## config.mk

```make
export PLATFORM = sky130hd
export DESIGN_NAME = exc_ctrl
export DESIGN_NICKNAME = d
export VERILOG_FILES = /design/src/rtl/exc_ctrl.sv
export SDC_FILE = /design/constraint.sdc
export NUM_CORES = 1
export LEC_CHECK = 0
export BUFFER_PORTS_ARGS = -buffer_cell sky130_fd_sc_hd__buf_4
export CAP_MARGIN = 20
export CORE_MARGIN = 3
export CORE_UTILIZATION = 25
export DETAILED_ROUTE_END_ITERATION = 10
export HOLD_SLACK_MARGIN = 0.1
export PLACE_DENSITY = 0.48
export SETUP_SLACK_MARGIN = 0.3
export SYNTH_ARGS = -nofsm -noshare
export SYNTH_HDL_FRONTEND = slang
export SYNTH_SLANG_ARGS = --single-unit
```

## constraint.sdc

```tcl
create_clock -name clk -period 2.55 [get_ports clk]
set_clock_uncertainty 0.05 [all_clocks]
set_input_delay 0.3825 -clock clk [delete_from_list [all_inputs] [get_ports clk]]
set_output_delay 0.3825 -clock clk [all_outputs]
set_load 0.01 [all_outputs]
```

## src/rtl/exc_ctrl.sv

```systemverilog
// Exception/interrupt/ertn sequencer between WB, the CSR file and pre-IF.
// Picks one event per WB instruction, strobes the CSR, flushes, then redirects.
module exc_ctrl #(
  parameter int PC_W   = 32,
  parameter bit INT_EN = 1'b1
) (
  input  logic            clk,
  input  logic            resetn,
  input  logic            wb_valid,
  output logic            wb_ready,
  input  logic [PC_W-1:0] wb_pc,
  input  logic [4:0]      wb_exc,
  input  logic            wb_ertn,
  output logic            wb_commit,
  input  logic            has_int,
  input  logic [PC_W-1:0] ex_entry,
  input  logic [PC_W-1:0] ertn_pc,
  output logic            csr_wb_ex,
  output logic [5:0]      csr_ecode,
  output logic [8:0]      csr_esubcode,
  output logic [PC_W-1:0] csr_pc,
  output logic            csr_ertn_flush,
  output logic            pipe_flush,
  output logic            redirect_valid,
  output logic [PC_W-1:0] redirect_target,
  input  logic            redirect_ready
);

  typedef enum logic [1:0] {
    S_IDLE     = 2'd0,
    S_COMMIT   = 2'd1,
    S_WAIT     = 2'd2,
    S_REDIRECT = 2'd3
  } state_t;

  state_t          r_state;
  state_t          w_next;
  logic [1:0]      r_rstSync;
  logic            r_isErtn;
  logic [5:0]      r_ecode;
  logic [8:0]      r_esubcode;
  logic [PC_W-1:0] r_pc;
  logic [PC_W-1:0] r_target;

  logic            w_rstDone;
  logic            w_intP;
  logic            w_anyExc;
  logic            w_evt;
  logic [5:0]      w_ecode;
  logic [8:0]      w_esubcode;

  // Reset asserts asynchronously but releases only after two clean edges.
  always_ff @(posedge clk or negedge resetn) begin
    if (!resetn) r_rstSync <= 2'b00;
    else         r_rstSync <= {r_rstSync[0], 1'b1};
  end

  assign w_rstDone = r_rstSync[1];
  assign w_intP    = INT_EN & has_int;
  assign w_anyExc  = w_intP | (|wb_exc);
  assign w_evt     = w_rstDone & wb_valid & (w_anyExc | wb_ertn);

  always_comb begin
    w_ecode    = 6'h00;
    w_esubcode = 9'd0;
    if (w_intP)         w_ecode = 6'h00;
    else if (wb_exc[0]) w_ecode = 6'h08;
    else if (wb_exc[1]) w_ecode = 6'h0D;
    else if (wb_exc[2]) w_ecode = 6'h0B;
    else if (wb_exc[3]) w_ecode = 6'h0C;
    else if (wb_exc[4]) w_ecode = 6'h09;
  end

  always_ff @(posedge clk or negedge resetn) begin
    if (!resetn) r_state <= S_IDLE;
    else         r_state <= w_next;
  end

  // Event details are frozen in IDLE; the redirect target is sampled while in WAIT
  // so that the CSR write from COMMIT has already landed.
  always_ff @(posedge clk or negedge resetn) begin
    if (!resetn) begin
      r_isErtn   <= 1'b0;
      r_ecode    <= 6'h00;
      r_esubcode <= 9'd0;
      r_pc       <= '0;
      r_target   <= '0;
    end else begin
      if (r_state == S_IDLE && w_evt) begin
        r_isErtn   <= ~w_anyExc;
        r_ecode    <= w_ecode;
        r_esubcode <= w_esubcode;
        r_pc       <= wb_pc;
      end
      if (r_state == S_WAIT) r_target <= r_isErtn ? ertn_pc : ex_entry;
    end
  end

  always_comb begin
    w_next          = r_state;
    wb_ready        = 1'b0;
    wb_commit       = 1'b0;
    csr_wb_ex       = 1'b0;
    csr_ecode       = 6'h00;
    csr_esubcode    = 9'd0;
    csr_pc          = '0;
    csr_ertn_flush  = 1'b0;
    pipe_flush      = 1'b0;
    redirect_valid  = 1'b0;
    redirect_target = '0;
    case (r_state)
      S_IDLE: begin
        wb_ready  = 1'b1;
        wb_commit = w_rstDone & wb_valid & ~w_evt;
        if (w_evt) w_next = S_COMMIT;
      end
      S_COMMIT: begin
        pipe_flush = 1'b1;
        if (r_isErtn) begin
          csr_ertn_flush = 1'b1;
        end else begin
          csr_wb_ex    = 1'b1;
          csr_ecode    = r_ecode;
          csr_esubcode = r_esubcode;
          csr_pc       = r_pc;
        end
        w_next = S_WAIT;
      end
      S_WAIT: begin
        pipe_flush = 1'b1;
        w_next     = S_REDIRECT;
      end
      S_REDIRECT: begin
        pipe_flush      = 1'b1;
        redirect_valid  = 1'b1;
        redirect_target = r_target;
        if (redirect_ready) w_next = S_IDLE;
      end
      default: w_next = S_IDLE;
    endcase
  end

endmodule

```

==> results_dict.tcl <==
set metrics [dict create \
    drt_iter0_drc 73 \
    grt_pass1_vias 3092 \
    maxSlewViolCount 0 \
    clockBufferDepth 2 \
    setup_viol 0 \
    hp-start "wb_pc[23]" \
    fmax_mhz 475 \
    yosysSeqAreaShare 0.488 \
    firstDrtPassIters 4 \
    wl_um 10300 \
    critPathArrivalTime_ps 1670 \
    r2r-end "r_pc[9]" \
    ir_drop_uv 395 \
    p_comb_frac 0.467 \
    nNetsFinal 631 \
    r2r-start "r_state[0]" \
    cts_tree "built" \
    hp-class "primary input to flop" \
    swShare 0.342 \
    clkTransAtPathRegs_ps 60 \
    vias 2973 \
    vias_per_cell 4.20 \
    min_path_cells 2 \
    cp_slowest_cell "dfrtp_1" \
    grt_use_total 0.122 \
    ctsHtreeMaxLevel 3 \
    cp_num_buf_inv 2 \
    intPower_mw 3.97 \
    min_period_over_period 0.825 \
    die_h_um 128 \
    overflow 0 \
    root_buffer "clkbuf_16" \
    whs_ps 226 \
    dpl_cell_area_um2 5270 \
    path_class "flop to primary output" \
    grt_pass1_wl_um 15700 \
    multi_input_area_um2 1750 \
    hpwl_um 7600 \
    antenna_found_initial 0 \
    busiest_layer "met2" \
    cp.required_ps 2120 \
    use_met1 0.143 \
    numCtsBuffers 9 \
    r2r_slack_ps 540 \
    synth_warnings 0 \
    critPathCaptureType "primary output" \
    final_cell_mix "buf_4 (182), dfrtp_1 (72), and2_1 (69)" \
    pwr-share-seq 0.329 \
    regArea_um2 1830 \
    die_x_um 128 \
    power_mw 6.04 \
    route.antenna.remaining_nets 0 \
    hold_viol 0 \
    start_util 0.257 \
    area_growth_pct 48.9 \
    cts_setup_buffers 0 \
    fin_area_um2 5580 \
    period_needed_ps 2100 \
    crit_chain "ha_2 > buf_4 > and2_1 > buf_4" \
    synth-seq-cells 73 \
    min_to "r_pc[23]" \
    use_met2 0.215 \
    crit_top_cell "buf_4" \
    n_antenna_cell 0 \
    status "finished clean" \
    avgSynthCellArea_um2 10.9 \
    cp-start-kind "flop" \
    worstMarginPinSlew_ps 691 \
    io_buffer_count 180 \
    rsz0062_at_grt "no" \
    placed_cells 692 \
    maxCapViolCount 0 \
    drive_above_1_share 0.458 \
    clk_latency_ps 330 \
    max_stage_delay_ps 400 \
    nFillCells 1483 \
    met3_usage 0.0407 \
    wl_per_cell_um 14.5 \
    finalNonFillerCells 708 \
    core_um2 14600 \
    rows 44 \
    layout_commonest_cell "buf_4" \
    grt_max_degree 52 \
    synthesis.instances 345 \
    path_max_fanout 19 \
    drc 0 \
    yosysUniqueCellTypes 30 \
    finalSetupTns_ps 0 \
    switching_power_mw 2.07 \
    num_io_pins 192 \
    maxSlewHeadroom 0.540 \
    critical_path_depth 4 \
    p_leak_nw 2.69 \
    routabilityCongestion 0.728 \
    worstRegToRegCells 6 \
    cp_top_family "flip-flops" \
    power.density_nw_per_um2 1080 \
    syn_area_um2 3740 \
    cts.sinks 73 \
    clockPowerShare 0.204 \
    die-area_um2 16500 \
]
==> synthesized netlist by cell type <==
cell,count,share of area
dfrtp_1,73,0.49
and2_1,69,0.12
nor2_1,36,0.036
a21oi_1,34,0.045
mux2i_1,32,0.086
mux2_2,19,0.057
mux2_4,14,0.056
clkbuf_1,13,0.013
buf_4,11,0.022
inv_1,7,0.0070
buf_2,5,0.0067
ha_1,4,0.013
nor2b_1,4,0.0067
o21ai_0,4,0.0053
buf_6,3,0.0090
conb_1,2,0.0020
nand2_1,2,0.0020
a211oi_1,1,0.0020
a21oi_2,1,0.0023
a41oi_1,1,0.0023
buf_1,1,0.0010
nand2b_1,1,0.0017
nand3_1,1,0.0013
nand4b_1,1,0.0023
nor3_1,1,0.0013
nor4_4,1,0.0057
o211ai_1,1,0.0020
o21a_1,1,0.0020
o311ai_0,1,0.0023
o32a_1,1,0.0027
==> final cells by class <==
| class | count | area share |
|---|---|---|
| well taps | 184 | 0.0413 |
| clock buffers | 9 | 0.0404 |
| inverters | 7 | 0.00471 |
| multi-input cells | 242 | 0.314 |
| repair buffers | 187 | 0.261 |
| clock inverters | 6 | 0.0108 |
| flip-flops and latches | 73 | 0.328 |
==> metrics by stage <==
step                 util  worst slack [ps]
finish              0.382               446
global route        0.382               303
CTS                 0.381               306
detailed placement  0.361               567
global placement    0.361               623
floorplan               -               674
==> how the worst max path moves through the flow <==
stage                     from                  end  slack [ps]
global placement    r_state[0]             r_pc[13]         620
finish              r_state[0]  redirect_target[16]         450
floorplan           r_state[0]             r_pc[18]         670
CTS                 r_state[1]            csr_pc[1]         310
detailed placement  r_state[0]              r_pc[9]         570
global route        r_state[1]  redirect_target[16]         300
==> state kept, by name, summed over array words and instances (netlist names) <==
| signal | count |
|---|---|
| r_pc | 32 |
| r_rstSync | 2 |
| r_isErtn | 1 |
| r_target | 32 |
| r_ecode | 4 |
| r_state | 2 |
==> cells by family (layout without fill, tap and decap cells) <==
logic type               count (synthesis)  in the layout  synth area share
AO/OA/AOI/OAI                           45             45            0.0665
buffers and inverters                   40            209            0.0588
multiplexers                            65             65             0.199
AND/OR/NAND/NOR                        116            116             0.172
adder cells (fa/ha/maj)                  4              4            0.0134
other                                    2             12           0.00201
flip-flops                              73             73             0.488
==> layer usage <==
metal	up-vias	share of wire
met4	0	0.012
met2	96	0.53
met3	8	0.060
li1	1469	-
met5	-	0
met1	1400	0.40
==> worst register-to-register path: cells and delay by family (launching register included) <==
family | cells | cell delay (ps)
fa+ha+maj | 1 | 250
simple gates | 1 | 220
flops | 1 | 410
mux | 1 | 400
compound gates | 1 | 200
buf+inv | 2 | 360
==> timing repair <==
item                       in CTS  in global routing
gates cloned                    0                  0
gates resized for setup         1                  3
setup endpoints to repair      18                 36
pin swaps                       0                  0
hold endpoints to repair       50                  0
hold buffers                    1                  0
==> power groups by stage <==
stage | Combinational [mW] | Sequential [mW] | Clock [mW]
floorplan | 1.76 | 1.92 | 0
global placement | 2.82 | 1.99 | 0
detailed placement | 2.85 | 2.00 | 0
CTS | 2.87 | 1.99 | 1.28
global route | 3.12 | 2.07 | 1.33
finish | 2.82 | 1.99 | 1.23
Power figures use the tool's default switching activity.
